### src/rtl/ifu_fetch_if.sv
// Handshake bundle between the PC stage, instruction memory, decode and the fetch unit.
// master is the fetch unit's view; slave is the surrounding pipeline/memory view.
`timescale 1ns/1ps
interface ifu_fetch_if;
   logic        ifu_rx_valid;
   logic        ifu_rx_ready;
   logic [31:0] ifu_rx_pc;
   logic        imem_req_valid;
   logic        imem_req_ready;
   logic [31:0] imem_req_addr;
   logic        imem_rsp_valid;
   logic [31:0] imem_rsp_data;
   logic        ifu_tx_valid;
   logic        ifu_tx_ready;
   logic [31:0] ifu_tx_pc;
   logic [31:0] ifu_tx_inst;
   logic        ifu_tx_misalign;
   logic [31:0] ifu_fetch_cnt;

   modport master (
      input  ifu_rx_valid, ifu_rx_pc, imem_req_ready, imem_rsp_valid, imem_rsp_data, ifu_tx_ready,
      output ifu_rx_ready, imem_req_valid, imem_req_addr, ifu_tx_valid, ifu_tx_pc, ifu_tx_inst,
             ifu_tx_misalign, ifu_fetch_cnt
   );

   modport slave (
      output ifu_rx_valid, ifu_rx_pc, imem_req_ready, imem_rsp_valid, imem_rsp_data, ifu_tx_ready,
      input  ifu_rx_ready, imem_req_valid, imem_req_addr, ifu_tx_valid, ifu_tx_pc, ifu_tx_inst,
             ifu_tx_misalign, ifu_fetch_cnt
   );
endinterface

### src/rtl/ifu_fetch.sv
// Instruction fetch unit: takes one PC, issues a single-beat imem read, presents {pc, inst}
// to decode. Misaligned PCs bypass memory and carry a NOP with a misalign flag.
`timescale 1ns/1ps
module ifu_fetch #(
   parameter logic [31:0] NOP_INST  = 32'h0000_0013,
   parameter logic [31:0] RESET_CNT = 32'd0
) (
   input logic          clk,
   input logic          rstn,
   ifu_fetch_if.master  bus
);

   typedef enum logic [1:0] {
      S_IDLE = 2'd0,
      S_REQ  = 2'd1,
      S_WAIT = 2'd2,
      S_HOLD = 2'd3
   } state_t;

   state_t      state;
   logic [31:0] pc_q;
   logic [31:0] inst_q;
   logic [31:0] cnt_q;
   logic        tx_valid_q;
   logic        misalign_q;
   logic        rx_ready;
   logic        rx_ena;
   logic        tx_ena;
   logic        req_ena;
   logic        rx_pc_mis;

   assign tx_ena    = tx_valid_q && bus.ifu_tx_ready;
   assign req_ena   = (state == S_REQ) && bus.imem_req_ready;
   assign rx_ena    = bus.ifu_rx_valid && rx_ready;
   assign rx_pc_mis = (bus.ifu_rx_pc[1:0] != 2'b00);

   // Holding state accepts a new PC only in the cycle decode takes the current one.
   always_comb begin
      rx_ready = 1'b0;
      case (state)
         S_IDLE:  rx_ready = rstn;
         S_HOLD:  rx_ready = tx_ena;
         default: rx_ready = 1'b0;
      endcase
   end

   always_ff @(posedge clk or negedge rstn) begin
      if (!rstn) begin
         state      <= S_IDLE;
         pc_q       <= '0;
         inst_q     <= '0;
         tx_valid_q <= 1'b0;
         misalign_q <= 1'b0;
         cnt_q      <= RESET_CNT;
      end else begin
         if (tx_ena)
            cnt_q <= cnt_q + 32'd1;

         // rx_ena can only fire in S_IDLE or S_HOLD, so the accept path is shared by both.
         if (rx_ena) begin
            pc_q <= bus.ifu_rx_pc;
            if (rx_pc_mis) begin
               state      <= S_HOLD;
               tx_valid_q <= 1'b1;
               inst_q     <= NOP_INST;
               misalign_q <= 1'b1;
            end else begin
               state      <= S_REQ;
               tx_valid_q <= 1'b0;
               misalign_q <= 1'b0;
            end
         end else begin
            case (state)
               S_REQ: begin
                  if (req_ena)
                     state <= S_WAIT;
               end
               S_WAIT: begin
                  if (bus.imem_rsp_valid) begin
                     inst_q     <= bus.imem_rsp_data;
                     tx_valid_q <= 1'b1;
                     state      <= S_HOLD;
                  end
               end
               S_HOLD: begin
                  if (tx_ena) begin
                     tx_valid_q <= 1'b0;
                     state      <= S_IDLE;
                  end
               end
               default: state <= S_IDLE;
            endcase
         end
      end
   end

   assign bus.ifu_rx_ready    = rx_ready;
   assign bus.imem_req_valid  = (state == S_REQ);
   assign bus.imem_req_addr   = pc_q;
   assign bus.ifu_tx_valid    = tx_valid_q;
   assign bus.ifu_tx_pc       = pc_q;
   assign bus.ifu_tx_inst     = inst_q;
   assign bus.ifu_tx_misalign = misalign_q;
   assign bus.ifu_fetch_cnt   = cnt_q;

endmodule

### src/flat_wrapper.sv
// flat-port wrapper written by rule: the top's interface ports become plain ports
module ifu_fetch_flat 
#(
   parameter logic [31:0] NOP_INST  = 32'h0000_0013,
   parameter logic [31:0] RESET_CNT = 32'd0
)
  (clk, rstn, bus_ifu_rx_valid, bus_ifu_rx_pc, bus_imem_req_ready, bus_imem_rsp_valid, bus_imem_rsp_data, bus_ifu_tx_ready, bus_ifu_rx_ready, bus_imem_req_valid, bus_imem_req_addr, bus_ifu_tx_valid, bus_ifu_tx_pc, bus_ifu_tx_inst, bus_ifu_tx_misalign, bus_ifu_fetch_cnt);
  ifu_fetch_if bus_i ();
  input logic clk;
  input logic rstn;
  input wire logic [$bits(bus_i.ifu_rx_valid)-1:0] bus_ifu_rx_valid;
  input wire logic [$bits(bus_i.ifu_rx_pc)-1:0] bus_ifu_rx_pc;
  input wire logic [$bits(bus_i.imem_req_ready)-1:0] bus_imem_req_ready;
  input wire logic [$bits(bus_i.imem_rsp_valid)-1:0] bus_imem_rsp_valid;
  input wire logic [$bits(bus_i.imem_rsp_data)-1:0] bus_imem_rsp_data;
  input wire logic [$bits(bus_i.ifu_tx_ready)-1:0] bus_ifu_tx_ready;
  output wire logic [$bits(bus_i.ifu_rx_ready)-1:0] bus_ifu_rx_ready;
  output wire logic [$bits(bus_i.imem_req_valid)-1:0] bus_imem_req_valid;
  output wire logic [$bits(bus_i.imem_req_addr)-1:0] bus_imem_req_addr;
  output wire logic [$bits(bus_i.ifu_tx_valid)-1:0] bus_ifu_tx_valid;
  output wire logic [$bits(bus_i.ifu_tx_pc)-1:0] bus_ifu_tx_pc;
  output wire logic [$bits(bus_i.ifu_tx_inst)-1:0] bus_ifu_tx_inst;
  output wire logic [$bits(bus_i.ifu_tx_misalign)-1:0] bus_ifu_tx_misalign;
  output wire logic [$bits(bus_i.ifu_fetch_cnt)-1:0] bus_ifu_fetch_cnt;
  assign bus_i.ifu_rx_valid = bus_ifu_rx_valid;
  assign bus_i.ifu_rx_pc = bus_ifu_rx_pc;
  assign bus_i.imem_req_ready = bus_imem_req_ready;
  assign bus_i.imem_rsp_valid = bus_imem_rsp_valid;
  assign bus_i.imem_rsp_data = bus_imem_rsp_data;
  assign bus_i.ifu_tx_ready = bus_ifu_tx_ready;
  assign bus_ifu_rx_ready = bus_i.ifu_rx_ready;
  assign bus_imem_req_valid = bus_i.imem_req_valid;
  assign bus_imem_req_addr = bus_i.imem_req_addr;
  assign bus_ifu_tx_valid = bus_i.ifu_tx_valid;
  assign bus_ifu_tx_pc = bus_i.ifu_tx_pc;
  assign bus_ifu_tx_inst = bus_i.ifu_tx_inst;
  assign bus_ifu_tx_misalign = bus_i.ifu_tx_misalign;
  assign bus_ifu_fetch_cnt = bus_i.ifu_fetch_cnt;
  ifu_fetch #(.NOP_INST(NOP_INST), .RESET_CNT(RESET_CNT)) u_core (.clk(clk), .rstn(rstn), .bus(bus_i));
endmodule
### config.mk
export PLATFORM = sky130hd
export DESIGN_NAME = ifu_fetch_flat
export DESIGN_NICKNAME = d
export VERILOG_FILES = /design/src/rtl/ifu_fetch_if.sv /design/src/rtl/ifu_fetch.sv /design/src/flat_wrapper.sv
export SDC_FILE = /design/constraint.sdc
export NUM_CORES = 1
export LEC_CHECK = 0
export CELL_PAD_IN_SITES_DETAIL_PLACEMENT = 0
export CELL_PAD_IN_SITES_GLOBAL_PLACEMENT = 1
export CORE_MARGIN = 2
export CORE_UTILIZATION = 40
export DETAILED_ROUTE_END_ITERATION = 12
export DONT_BUFFER_PORTS = 1
export PLACE_DENSITY = 0.66
export SLEW_MARGIN = 25
export SYNTH_ARGS = -nofsm -noshare
export SYNTH_HDL_FRONTEND = slang
export SYNTH_SLANG_ARGS = --single-unit
### constraint.sdc
create_clock -name clk -period 3.23 [get_ports clk]
set_clock_uncertainty 0.1 [all_clocks]
set_input_delay 0.323 -clock clk [delete_from_list [all_inputs] [get_ports clk]]
set_output_delay 0.323 -clock clk [all_outputs]
set_load 0.03 [all_outputs]
Word-level counts from Yosys, hierarchy flattened
Cells that the tools add are included.
{"block": "word_totals", "reg_bits": 100, "out_inout_bits": 132}
{"block": "op_classes", "addsub": 1, "n_eq_ne": 7, "n_mux": 16, "n_reduce_logical": 11}
{"operator": "$mux W32", "n": 4}
{"operator": "$add A32 B1 Y32 const B", "n": 1}
{"operator": "$mux W2", "n": 5}
{"operator": "$reduce_and A3 Y1", "n": 3}
{"operator": "$ne A3 B1 Y1 const B", "n": 2}
{"operator": "$pmux W2 S3", "n": 1}
{"operator": "$reduce_bool A2 Y1", "n": 3}
{"operator": "$eq A2 B2 Y1 const B", "n": 2}
{"operator": "$mux W1", "n": 4}
{"operator": "$pmux W1 S2", "n": 2}
{"operator": "$logic_and A1 B1 Y1", "n": 3}
{"operator": "$ne A3 B2 Y1 const B", "n": 1}
{"operator": "$reduce_bool A3 Y1", "n": 1}
{"operator": "$eq A2 B1 Y1 const B", "n": 1}
{"operator": "$logic_not A2 Y1", "n": 1}
{"operator": "$ne A2 B2 Y1 const B", "n": 1}

Longest topological paths before layout
{"block": "logic_depth", "word_depth": 5, "mapped_depth": 9, "depth_no_buf": 6}

Worst setup path before layout
Ideal clock, no wire load.
{"block": "synth_timing", "kind": "register to register", "from": "register u_core.state[0]", "to": "register u_core.inst_q[13], in the netlist u_core.bus.ifu_tx_inst[13]", "setup_ns": 0.121, "arrival_time_ns": 1.759, "t_required_ns": 3.009, "setup_slack_ns": 1.250, "stages_incl_launch_ff": 10, "path_buffers": 3, "path_cell_list": "dfrtp_1 > inv_1 > ha_1 > nor2b_1 > and2_1 > buf_2 > a21oi_2 > buf_4 > buf_4 > a22o_1"}
{"block": "synth_between", "elab_chain_cells": 5, "elab_cells_between_ends": 10}
{"element": "start: declaration", "line": "ifu_fetch.sv:20", "text": "state_t state;"}
{"element": "start signal: assignment", "line": "ifu_fetch.sv:49", "text": "state <= S_IDLE;"}
{"element": "start signal: assignment", "line": "ifu_fetch.sv:63", "text": "state <= S_HOLD;"}
{"element": "start signal: assignment", "line": "ifu_fetch.sv:68", "text": "state <= S_REQ;"}
{"element": "$eq A2 B2 Y1 or $logic_not A2 Y1 (tied branches)", "line": "ifu_fetch.sv:40", "text": "case (state)"}
{"element": "$pmux W1 S2", "line": "ifu_fetch.sv:40"}
{"element": "$logic_and A1 B1 Y1", "line": "ifu_fetch.sv:34", "text": "assign rx_ena = bus.ifu_rx_valid && rx_ready;"}
{"element": "$ne A2 B2 Y1 (no line) or $reduce_bool A2 Y1 (tied branches)"}
{"element": "$reduce_and A3 Y1 (no line)"}
{"element": "end signal: assignment", "line": "ifu_fetch.sv:80", "text": "inst_q <= bus.imem_rsp_data;"}
{"element": "end: declaration", "line": "ifu_fetch.sv:22", "text": "logic [31:0] inst_q;"}
Parallel ways exist; a longest one is shown, timed or not.
A chain may end at the register's enable or synchronous reset.

Worst setup path in the final report
{"block": "layout_timing", "from": "register u_core.tx_valid_q, in the netlist u_core.bus.ifu_tx_valid", "to": "output bus_ifu_rx_ready"}
{"block": "layout_between", "elab_chain_cells": 2}
{"element": "start: declaration", "line": "ifu_fetch.sv:24", "text": "logic tx_valid_q;"}
{"element": "start signal: assignment", "line": "ifu_fetch.sv:52", "text": "tx_valid_q <= 1'b0;"}
{"element": "start signal: assignment", "line": "ifu_fetch.sv:64", "text": "tx_valid_q <= 1'b1;"}
{"element": "start signal: assignment", "line": "ifu_fetch.sv:69", "text": "tx_valid_q <= 1'b0;"}
{"element": "$logic_and A1 B1 Y1", "line": "ifu_fetch.sv:32", "text": "assign tx_ena = tx_valid_q && bus.ifu_tx_ready;"}
{"element": "$pmux W1 S2", "line": "ifu_fetch.sv:40"}
{"element": "end: declaration", "line": "flat_wrapper.sv:17", "text": "output wire logic [$bits(bus_i.ifu_rx_ready)-1:0] bus_ifu_rx_ready;"}
No other way between the ends.

==> run metrics <==
outcome completed; design area 5150 µm²; first-pass detailed-route iteration total 4; CTS tree done; GRT Util Overall 17.3%; DRT antenna net count 0; Routed WL 10000 µm; Max-slew headroom 38.5%; pwr dens 976 nW/µm²; Mapped Area 4370 µm²; Slew @ Worst Pin 920 ps; Syn Inst Count 403; Startpoint Class flip-flop; Worst Path Required 2810 ps; Worst-path clk slew 90 ps; Worst Setup End Kind output port; Resize count post-CTS 0; hold_sp bus_ifu_tx_ready; Crit. Startpoint u_core.bus.ifu_tx_valid$_DFFE_PN0P_; Reg2Reg Depth 4; largest net degree at the start of global routing 101; Sequential cell area 2500 µm²; Syn Nets 479; Post-route DRC 0; Buffers on Ports 0; # IOs 202; hold path depth 2; Place WS 943 ps; Final period util 72.4%; Root Driver clkbuf_8; H-tree depth 3; Final Worst Setup Slack 892 ps; area occupied by multi-input gates 1510 µm²; die area 11800 µm²; first-pass GRT wire length 15700 µm; dpl cell area 4240 µm²; most common cell after layout, fill and taps aside nand2_1; peak supply drop 0.518 mV; total core area 10700 µm²; Via Count 2990; Final Max Tran Viols 0; Final Net Count 510; Synth Area in Adders 1.72%; Netlist cell types 36; Avg WL per Cell 17.2 µm; vias in the first global route 3093; largest family of logic cells by synthesized area simple AND/OR/NAND/NOR gates; Initial Util 40.7%; total grt overflow 0; post-synthesis mux area share 0.744%; commonest cells after routing, fill and taps aside nand2_1, dfrtp_1, dlygate4sd3_1; Die Wd 109 µm; initial antenna violation count 2; placer congestion estimate 0.731; setup repair bufs after CTS 0; Avg Inst Size Synth 10.9 µm²; filler instances 1000; worst skew pair latency 360 ps; CP arrival 1920 ps; Die Height 109 µm; Via density 5.16; area grow syn2layout 17.7%; 1st-iter DRT viols 231; Hold WC Path Type in2reg; RSZ-0062 raised after global routing false; Placement Rows 38; Num CTS Buffers 9; sequential area share after synthesis 57.2%; CTS Buffer Depth 2; area share of and/or/nand/nor cells after synthesis 17.8%; Tmin final 2340 ps; setup violators final 0; Max Freq 428 MHz; Compound-Gate Fraction of Synth Area 7.90%; Post-DP HPWL 6140 µm; CTS Hold Buffers Added 66; Yosys Warn Count 0; CTS sink cnt 100; CP max FO 6; setup TNS 0 ps; Leakage 2.43 nW; maxcap violations 0; Hold Fails Final Rpt 0; xor/xnor share of the synthesized area 6.21%; R2R Path Start u_core.bus.ifu_fetch_cnt[8]$_DFFE_PN0P_; flops & latches, synth 100; layout cells sized above 1 6.15%; Setup CP Type reg2out
[worst paths after layout]
| path | end | slack (ps) |
|---|---|---|
| max | bus_ifu_rx_ready | 890 |
| min reg2reg | u_core.bus.ifu_fetch_cnt[31]$_DFFE_PN0P_ | 590 |
| max in group asynchronous | u_core.bus.ifu_tx_inst[3]$_DFFE_PN0P_ | 2200 |
| min | u_core.bus.ifu_fetch_cnt[2]$_DFFE_PN0P_ | 30 |
| max reg2reg | u_core.bus.ifu_fetch_cnt[22]$_DFFE_PN0P_ | 930 |
| min in group asynchronous | u_core.bus.ifu_tx_pc[16]$_DFFE_PN0P_ | 400 |
[layout make-up]
| type | instances | share of cell area, % |
|---|---|---|
| clock inverters | 6 | 1.70 |
| multi-input cells | 247 | 29.4 |
| inverters | 7 | 0.511 |
| diodes | 1 | 0.0486 |
| clock buffers | 10 | 2.67 |
| repair buffers | 69 | 13.6 |
| well taps | 140 | 3.40 |
| flip-flops and latches | 100 | 48.6 |
[critical path, stage by stage, from the launching register on]
cell	delay [ps]
dfrtp_1	650
a32o_1	340
nor2b_1	570
[metrics by stage]
step	util, %	std cells	hold WS (ps)	total power, mW
2_1_floorplan	-	403	-72.6	4.07
3_3_place_gp	39.4	497	-70.2	4.03
3_5_place_dp	39.5	497	-70.6	4.08
4_1_cts	47.9	579	12.0	5.06
5_1_grt	47.9	580	22.0	5.33
6_report	47.9	580	28.6	5.02
[registers in the layout, indices dropped and copies added, names as in the netlist]
register and cells:
u_core.bus.ifu_fetch_cnt 32, u_core.bus.ifu_tx_inst 32, u_core.bus.ifu_tx_misalign 1, u_core.bus.ifu_tx_valid 1, u_core.bus.ifu_tx_pc 32, u_core.state 2
[per-layer routing]
| layer | part of all wire, % | global-route usage, % | vias up |
|---|---|---|---|
| li1 | - | - | 1394 |
| met1 | 41 | 21.0 | 1454 |
| met2 | 47 | 27.1 | 122 |
| met3 | 9.1 | 7.84 | 18 |
| met4 | 2.0 | 6.32 | 2 |
| met5 | 0.19 | 0 | - |
[Yosys cell counts (all sizes together)]
| master | instances | share of area (%) |
|---|---|---|
| dfrtp | 100 | 57 |
| mux2 | 2 | 0.51 |
| ha | 6 | 1.7 |
| or2 | 1 | 0.14 |
| nor2 | 9 | 0.77 |
| and3 | 4 | 0.57 |
| a32o | 1 | 0.23 |
| clkbuf | 5 | 0.43 |
| a221oi | 1 | 0.20 |
| nand2 | 107 | 9.2 |
| nand3 | 10 | 1.1 |
| or3 | 1 | 0.14 |
| and2 | 4 | 0.57 |
| a22o | 29 | 5.8 |
| inv | 7 | 0.60 |
| o22a | 3 | 0.60 |
| nand4 | 19 | 3.1 |
| a21o | 1 | 0.17 |
| buf | 44 | 7.4 |
| and4 | 4 | 0.80 |
| xnor2 | 25 | 5.0 |
| nor2b | 2 | 0.29 |
| a222oi | 1 | 0.23 |
| nor4 | 3 | 0.77 |
| mux2i | 1 | 0.23 |
| nor3 | 3 | 0.34 |
| a21boi | 1 | 0.17 |
| o211ai | 1 | 0.17 |
| a21oi | 2 | 0.31 |
| xor2 | 6 | 1.2 |
[cells by family after synthesis]
group	Yosys count
simple gates	167
xor+xnor	31
fa+ha+maj	6
compound gates	40
mux	3
flops	100
buf+inv	56
[power breakdown]
group | switching (mW) | internal [mW] | leakage (nW) | total [mW]
combinational | 0.503 | 0.443 | 1.04 | 0.945
clock | 0.433 | 0.456 | 0.105 | 0.888
sequential | 1.55 | 1.64 | 1.29 | 3.19
Note: power is estimated with default switching activity, not from simulation.
